## config.mk

```make
export PLATFORM = sky130hd
export DESIGN_NAME = ps2_key_controller
export DESIGN_NICKNAME = d
export VERILOG_FILES = /design/src/rtl/ps2_key_controller.sv
export SDC_FILE = /design/constraint.sdc
export NUM_CORES = 1
export LEC_CHECK = 0
export CORE_MARGIN = 8
export CORE_UTILIZATION = 54
export DETAILED_ROUTE_END_ITERATION = 6
export PLACE_DENSITY_LB_ADDON = 0.25
export SETUP_SLACK_MARGIN = 0.3
export SYNTH_ARGS = -nofsm -noshare
export SYNTH_HDL_FRONTEND = slang
export SYNTH_SLANG_ARGS = --single-unit
```

## constraint.sdc

```tcl
create_clock -name clock_i -period 2.04 [get_ports clock_i]
set_clock_uncertainty 0.05 [all_clocks]
set_input_delay 0.612 -clock clock_i [delete_from_list [all_inputs] [get_ports clock_i]]
set_output_delay 0.612 -clock clock_i [all_outputs]
set_load 0.01 [all_outputs]
```

## src/rtl/ps2_key_controller.sv

```systemverilog
// ps2_key_controller
//
// Sits between the PS/2 byte receiver and the paddle logic of the ping-pong
// game. Parses Set-2 make, break (F0) and extended (E0) sequences. Tracks the
// held state of four game keys, two per player. Drives level paddle
// commands, where the most recently pressed direction wins if both of a
// player's keys are held.
//
// Ports:
//   clock_i       system clock (50 MHz)
//   reset_i       asynchronous, active-high reset
//   rx_data_i     received byte, valid only while rx_valid_i is high
//   rx_valid_i    one-cycle strobe per received byte (>= 2 cycles apart)
//   p1_up_o       player 1 paddle up command (level)
//   p1_down_o     player 1 paddle down command (level)
//   p2_up_o       player 2 paddle up command (level)
//   p2_down_o     player 2 paddle down command (level)
//   last_code_o   final byte of the most recently completed sequence
//   code_valid_o  one-cycle pulse when a sequence completes
//   seq_err_o     one-cycle pulse on timeout or protocol error

module ps2_key_controller #(
    parameter logic [7:0] P1_UP_CODE = 8'h1D,
    parameter logic [7:0] P1_DN_CODE = 8'h1B,
    parameter logic [7:0] P2_UP_CODE = 8'h75,
    parameter logic [7:0] P2_DN_CODE = 8'h72,
    parameter int         TIMEOUT    = 50000
) (
    input  logic       clock_i,
    input  logic       reset_i,
    input  logic [7:0] rx_data_i,
    input  logic       rx_valid_i,
    output logic       p1_up_o,
    output logic       p1_down_o,
    output logic       p2_up_o,
    output logic       p2_down_o,
    output logic [7:0] last_code_o,
    output logic       code_valid_o,
    output logic       seq_err_o
);

    localparam logic [7:0] EXT_BYTE  = 8'hE0;
    localparam logic [7:0] BRK_BYTE  = 8'hF0;
    localparam logic [7:0] BAT_PASS  = 8'hAA;
    localparam logic [7:0] BAT_FAIL  = 8'hFC;

    localparam int            CW   = (TIMEOUT > 2) ? $clog2(TIMEOUT) : 1;
    // The pulse must be visible TIMEOUT cycles after the prefix strobe, so
    // the decision is taken while the counter sits one below TIMEOUT-1.
    localparam logic [CW-1:0] FIRE = CW'(TIMEOUT - 2);

    typedef enum logic [1:0] {
        IDLE,
        EXT,
        BRK,
        EXT_BRK
    } state_t;

    state_t        state_q, state_d;
    logic [CW-1:0] cnt_q, cnt_d;
    // held bit order: [0] p1 up, [1] p1 down, [2] p2 up, [3] p2 down
    logic [3:0]    held_q, held_d;
    // last_dir per player: 1 = up was the most recent make
    logic [1:0]    dir_q, dir_d;
    logic [7:0]    last_code_q, last_code_d;
    logic          code_valid_q, code_valid_d;
    logic          seq_err_q, seq_err_d;

    logic          is_make;
    logic          is_break;
    logic          is_ext;

    always_ff @(posedge clock_i or posedge reset_i) begin
        if (reset_i) begin
            state_q      <= IDLE;
            cnt_q        <= '0;
            held_q       <= '0;
            dir_q        <= '0;
            last_code_q  <= 8'h00;
            code_valid_q <= 1'b0;
            seq_err_q    <= 1'b0;
        end else begin
            state_q      <= state_d;
            cnt_q        <= cnt_d;
            held_q       <= held_d;
            dir_q        <= dir_d;
            last_code_q  <= last_code_d;
            code_valid_q <= code_valid_d;
            seq_err_q    <= seq_err_d;
        end
    end

    always_comb begin
        state_d      = state_q;
        cnt_d        = cnt_q;
        held_d       = held_q;
        dir_d        = dir_q;
        last_code_d  = last_code_q;
        code_valid_d = 1'b0;
        seq_err_d    = 1'b0;
        is_make      = 1'b0;
        is_break     = 1'b0;
        is_ext       = 1'b0;

        if (rx_valid_i) begin
            cnt_d = '0;
            case (state_q)
                IDLE: begin
                    if (rx_data_i == EXT_BYTE) begin
                        state_d = EXT;
                    end else if (rx_data_i == BRK_BYTE) begin
                        state_d = BRK;
                    end else if (rx_data_i == BAT_PASS || rx_data_i == BAT_FAIL) begin
                        // Keyboard self-test result: the keyboard has restarted,
                        // so nothing can still be held.
                        held_d       = '0;
                        code_valid_d = 1'b1;
                        last_code_d  = rx_data_i;
                        seq_err_d    = (rx_data_i == BAT_FAIL);
                    end else begin
                        is_make = 1'b1;
                    end
                end
                EXT: begin
                    // A repeated E0 is tolerated and simply restarts the wait.
                    if (rx_data_i == BRK_BYTE) begin
                        state_d = EXT_BRK;
                    end else if (rx_data_i != EXT_BYTE) begin
                        is_make = 1'b1;
                        is_ext  = 1'b1;
                        state_d = IDLE;
                    end
                end
                BRK, EXT_BRK: begin
                    state_d = IDLE;
                    if (rx_data_i == EXT_BYTE || rx_data_i == BRK_BYTE) begin
                        seq_err_d = 1'b1;
                    end else begin
                        is_break = 1'b1;
                        is_ext   = (state_q == EXT_BRK);
                    end
                end
                default: state_d = IDLE;
            endcase
        end else if (state_q != IDLE) begin
            if (cnt_q == FIRE) begin
                seq_err_d = 1'b1;
                state_d   = IDLE;
                cnt_d     = '0;
            end else begin
                cnt_d = cnt_q + 1'b1;
            end
        end else begin
            cnt_d = '0;
        end

        // Extended codes only ever match player 2 keys, plain codes player 1.
        if (is_make || is_break) begin
            code_valid_d = 1'b1;
            last_code_d  = rx_data_i;
            if (!is_ext) begin
                if (rx_data_i == P1_UP_CODE) begin
                    held_d[0] = is_make;
                    if (is_make) dir_d[0] = 1'b1;
                end else if (rx_data_i == P1_DN_CODE) begin
                    held_d[1] = is_make;
                    if (is_make) dir_d[0] = 1'b0;
                end
            end else begin
                if (rx_data_i == P2_UP_CODE) begin
                    held_d[2] = is_make;
                    if (is_make) dir_d[1] = 1'b1;
                end else if (rx_data_i == P2_DN_CODE) begin
                    held_d[3] = is_make;
                    if (is_make) dir_d[1] = 1'b0;
                end
            end
        end
    end

    // With both keys of a player held, last_dir selects exactly one of them.
    assign p1_up_o      = held_q[0] & (~held_q[1] |  dir_q[0]);
    assign p1_down_o    = held_q[1] & (~held_q[0] | ~dir_q[0]);
    assign p2_up_o      = held_q[2] & (~held_q[3] |  dir_q[1]);
    assign p2_down_o    = held_q[3] & (~held_q[2] | ~dir_q[1]);
    assign last_code_o  = last_code_q;
    assign code_valid_o = code_valid_q;
    assign seq_err_o    = seq_err_q;

endmodule

```

==> results.py <==
metrics = {
    "cts": {
        "cts.root.buffer_cell": "clkbuf_4",
        "clkSlewWorstSetupHoldPaths_ns": 0.10,
        "cts.sinks": 34,
        "cts_hold_buf": 0,
        "htree_levels": 2,
        "clk_latency_ns": 0.35,
        "cts_tree": "yes",
        "cts_buffer_depth": 2,
        "cts_buffers": 5,
    },
    "run_status": {
        "outcome": "finished, final reports clean",
    },
    "pwr": {
        "pwr-share-seq_pct": 55.5,
        "p_per_area_nw_per_um2": 516.9,
        "p_sw_w": 0.0003235,
        "peakVddDrop_mv": 0.3471,
        "leakagePower_nw": 1.081,
        "clkPwrFrac_pct": 29.5,
        "intPower_w": 0.0009455,
        "switching_share_pct": 25.49,
        "p_comb_share_pct": 15.0,
    },
    "synth": {
        "synth.most_common_cell": "dfrtp_1",
        "synth_top_area_share_pct": 48.23,
        "yosys-top-cells-count": "dfrtp_1 (34), nand2_1 (21), nor2_1 (16)",
        "yosysWarnings": 0,
        "synthDistinctLibCells": 47,
        "syn-instance-count": 180,
        "yosys_register_bits": 34,
        "syn-num-nets": 193,
        "synthTopCellsByArea": "dfrtp_1 (48%), nand2_1 (4.5%), nor2_1 (3.4%)",
        "synth_area_um2": 1764,
        "synth-main-ff-cell": "dfrtp_1",
        "synth-edff-count": 0,
        "syn-mean-instance-area_um2": 9.801,
        "async_flop_share_pct": 100.0,
        "synth_area_leader_cell": "dfrtp_1",
        "ys_seq_area_share_pct": 48.23,
    },
    "critical_path": {
        "crit_type": "primary input to flip-flop",
        "start_kind": "primary input",
        "required_ns": 2.25,
        "crit_path_end_kind": "flip-flop",
        "crit_chain": "buf_6 -> or4b_4 -> a211o_1 -> a211o_1 -> a22o_1",
        "slowest_stage": "or4b_4",
        "slowest_delay_ns": 0.53,
        "critPathArrivalTime_ns": 2.07,
        "worst_path_most_repeated_cell": "a211o_1",
        "critPathMaxFanout": 3,
    },
    "global_routing": {
        "grt_overflow_total": 0,
        "grt_max_degree": 35,
        "antenna_found_initial": 1,
        "grtUsageTotal_pct": 19.63,
        "grt_pass1_vias": 1659,
        "grt_pass1_wl_um": 7962,
    },
    "timing": {
        "slew_headroom_pct": 64.54,
        "tightest_slew_ns": 0.5319,
        "hold_viol": 0,
        "fin_crit_sh_pct": 91.61,
        "rsz0062_at_grt": "true",
        "setup_viol": 0,
        "drv_slew": 0,
        "final.setup.tns_ns": 0,
        "layout_min_cycle_time_ns": 1.869,
        "max_freq_mhz": 535.1,
    },
    "routing": {
        "wl_um": 5396,
        "wl_per_cell_um": 18.87,
        "via_per_inst": 5.941,
        "drc": 0,
        "drtIter0Drc": 145,
        "postRouteAntennaNets": 0,
        "first_pass_iters": 4,
        "vias": 1699,
    },
    "min_path": {
        "hold_path_class": "flip-flop to flip-flop",
    },
    "placement": {
        "place.detailed.hpwl_um": 3369,
        "io_buffers": 24,
        "gp_congestion": 0.9374,
    },
    "layout": {
        "final_nets": 255,
        "utilization_pct": 79.76,
        "syn2layout_area_growth_pct": 39.15,
        "layout-drive-gt1-share_pct": 34.44,
    },
    "floorplan": {
        "pin_count": 25,
        "fp.dieArea_um2": 5352,
        "initial_utilization_pct": 57.32,
        "placementRows": 20,
        "chipHeight_um": 73.16,
        "coreArea_um2": 3078,
        "die_w_um": 73.16,
    },
    "flow_run": {
        "drv_cap": 0,
    },
}
==> layer usage <==
metal  share of wire [%]  global-route usage [%]  vias to the layer above  wire, µm
met2                  52                   31.68                       81      2789
met3                 5.9                   5.907                       12       318
li1                    -                       -                      775         -
met5                   0                       0                        -         0
met1                  40                   23.48                      831      2170
met4                 2.2                   8.444                        0       118
==> path summary, 6_finish.rpt <==
kind	from	to	slack, ns	cells past startpoint
worst max register to register	cnt_q[4]	cnt_q[15]	0.22	4
worst min-delay path	last_code_o[3]	last_code_o[3]	0.42	2
min in group asynchronous	reset_i	cnt_q[6]	0.60	3
max in group asynchronous	reset_i	cnt_q[7]	1.00	3
worst max-delay path	rx_data_i[4]	held_q[1]	0.17	5
worst min register to register	last_code_o[3]	last_code_o[3]	0.42	2
==> sequential cells by signal, indices dropped and copies added, names as in the netlist <==
signal        flops
cnt_q            16
code_valid_o      1
dir_q             2
held_q            4
last_code_o       8
seq_err_o         1
state_q           2
==> layout by cell type (no fill, tap or decap), types with 6 or more instances in the layout <==
master | Yosys | final
nand3_1 | 8 | 8
buf_4 | 1 | 32
nand2_1 | 21 | 21
buf_6 | 0 | 6
dlygate4sd2_1 | 0 | 13
buf_2 | 2 | 6
inv_1 | 9 | 7
nor2_1 | 16 | 16
dfrtp_1 | 34 | 32
xor2_1 | 6 | 6
==> stage by stage <==
| stage | instance area, µm² | hold WS (ns) | total power, W | cells | setup slack [ns] |
|---|---|---|---|---|---|
| 3_3_place_gp | 2267 | 0.4037 | 0.0008971 | 269 | -0.5024 |
| 3_5_place_dp | 2267 | 0.4123 | 0.0009044 | 269 | -0.5667 |
| 4_1_cts | 2359 | 0.4280 | 0.001260 | 281 | 0.1018 |
| 2_1_floorplan | 1805 | 0.4258 | 0.0007893 | 180 | -0.01280 |
| 6_report | 2455 | 0.4218 | 0.001269 | 286 | 0.1712 |
| 5_1_grt | 2455 | 0.4637 | 0.001319 | 286 | 0.1698 |
==> worst max-delay path, delay by kind of cell <==
family | cells | cell delay [ns]
AND/OR/NAND/NOR | 1 | 0.53
buffers and inverters | 1 | 0.10
AO/OA/AOI/OAI | 3 | 0.83
==> what timing repair did <==
action,4_1_cts,5_1_grt
gates cloned,0,1
pin swaps,10,6
setup buffers,6,3
setup endpoints to repair,48,30
resized for setup,65,19
==> cell type report <==
type	instances	area, µm²
Antenna cell	1	2.502
Inverter	9	33.78
Clock buffer	6	51.30
Timing Repair Buffer	60	478.0
Multi-Input combinational cell	132	980.9
Sequential cell	34	853.3
Tap cell	44	55.05
Fill cell	192	623.1
==> kinds of logic (layout without fill, tap and decap cells) <==
logic type               after synthesis  after routing  share of synthesized area [%]
AO/OA/AOI/OAI                         28             28                          11.21
XOR/XNOR                              11             11                          5.461
adder cells (fa/ha/maj)                2              2                          1.418
buffers and inverters                 14             75                          3.334
flip-flops                            34             34                          48.23
multiplexers                           5              5                          3.050
other                                  0              1                              0
AND/OR/NAND/NOR                       86             86                          27.31
==> power by group through the flow <==
stage               sequential, W  combinational, W  clock, W
floorplan                0.000724         0.0000653         0
global placement         0.000717          0.000180         0
detailed placement       0.000718          0.000187         0
CTS                      0.000705          0.000177  0.000377
global route             0.000707          0.000202  0.000410
finish                   0.000704          0.000190  0.000375
No activity file was read; power rests on OpenSTA's default activity.
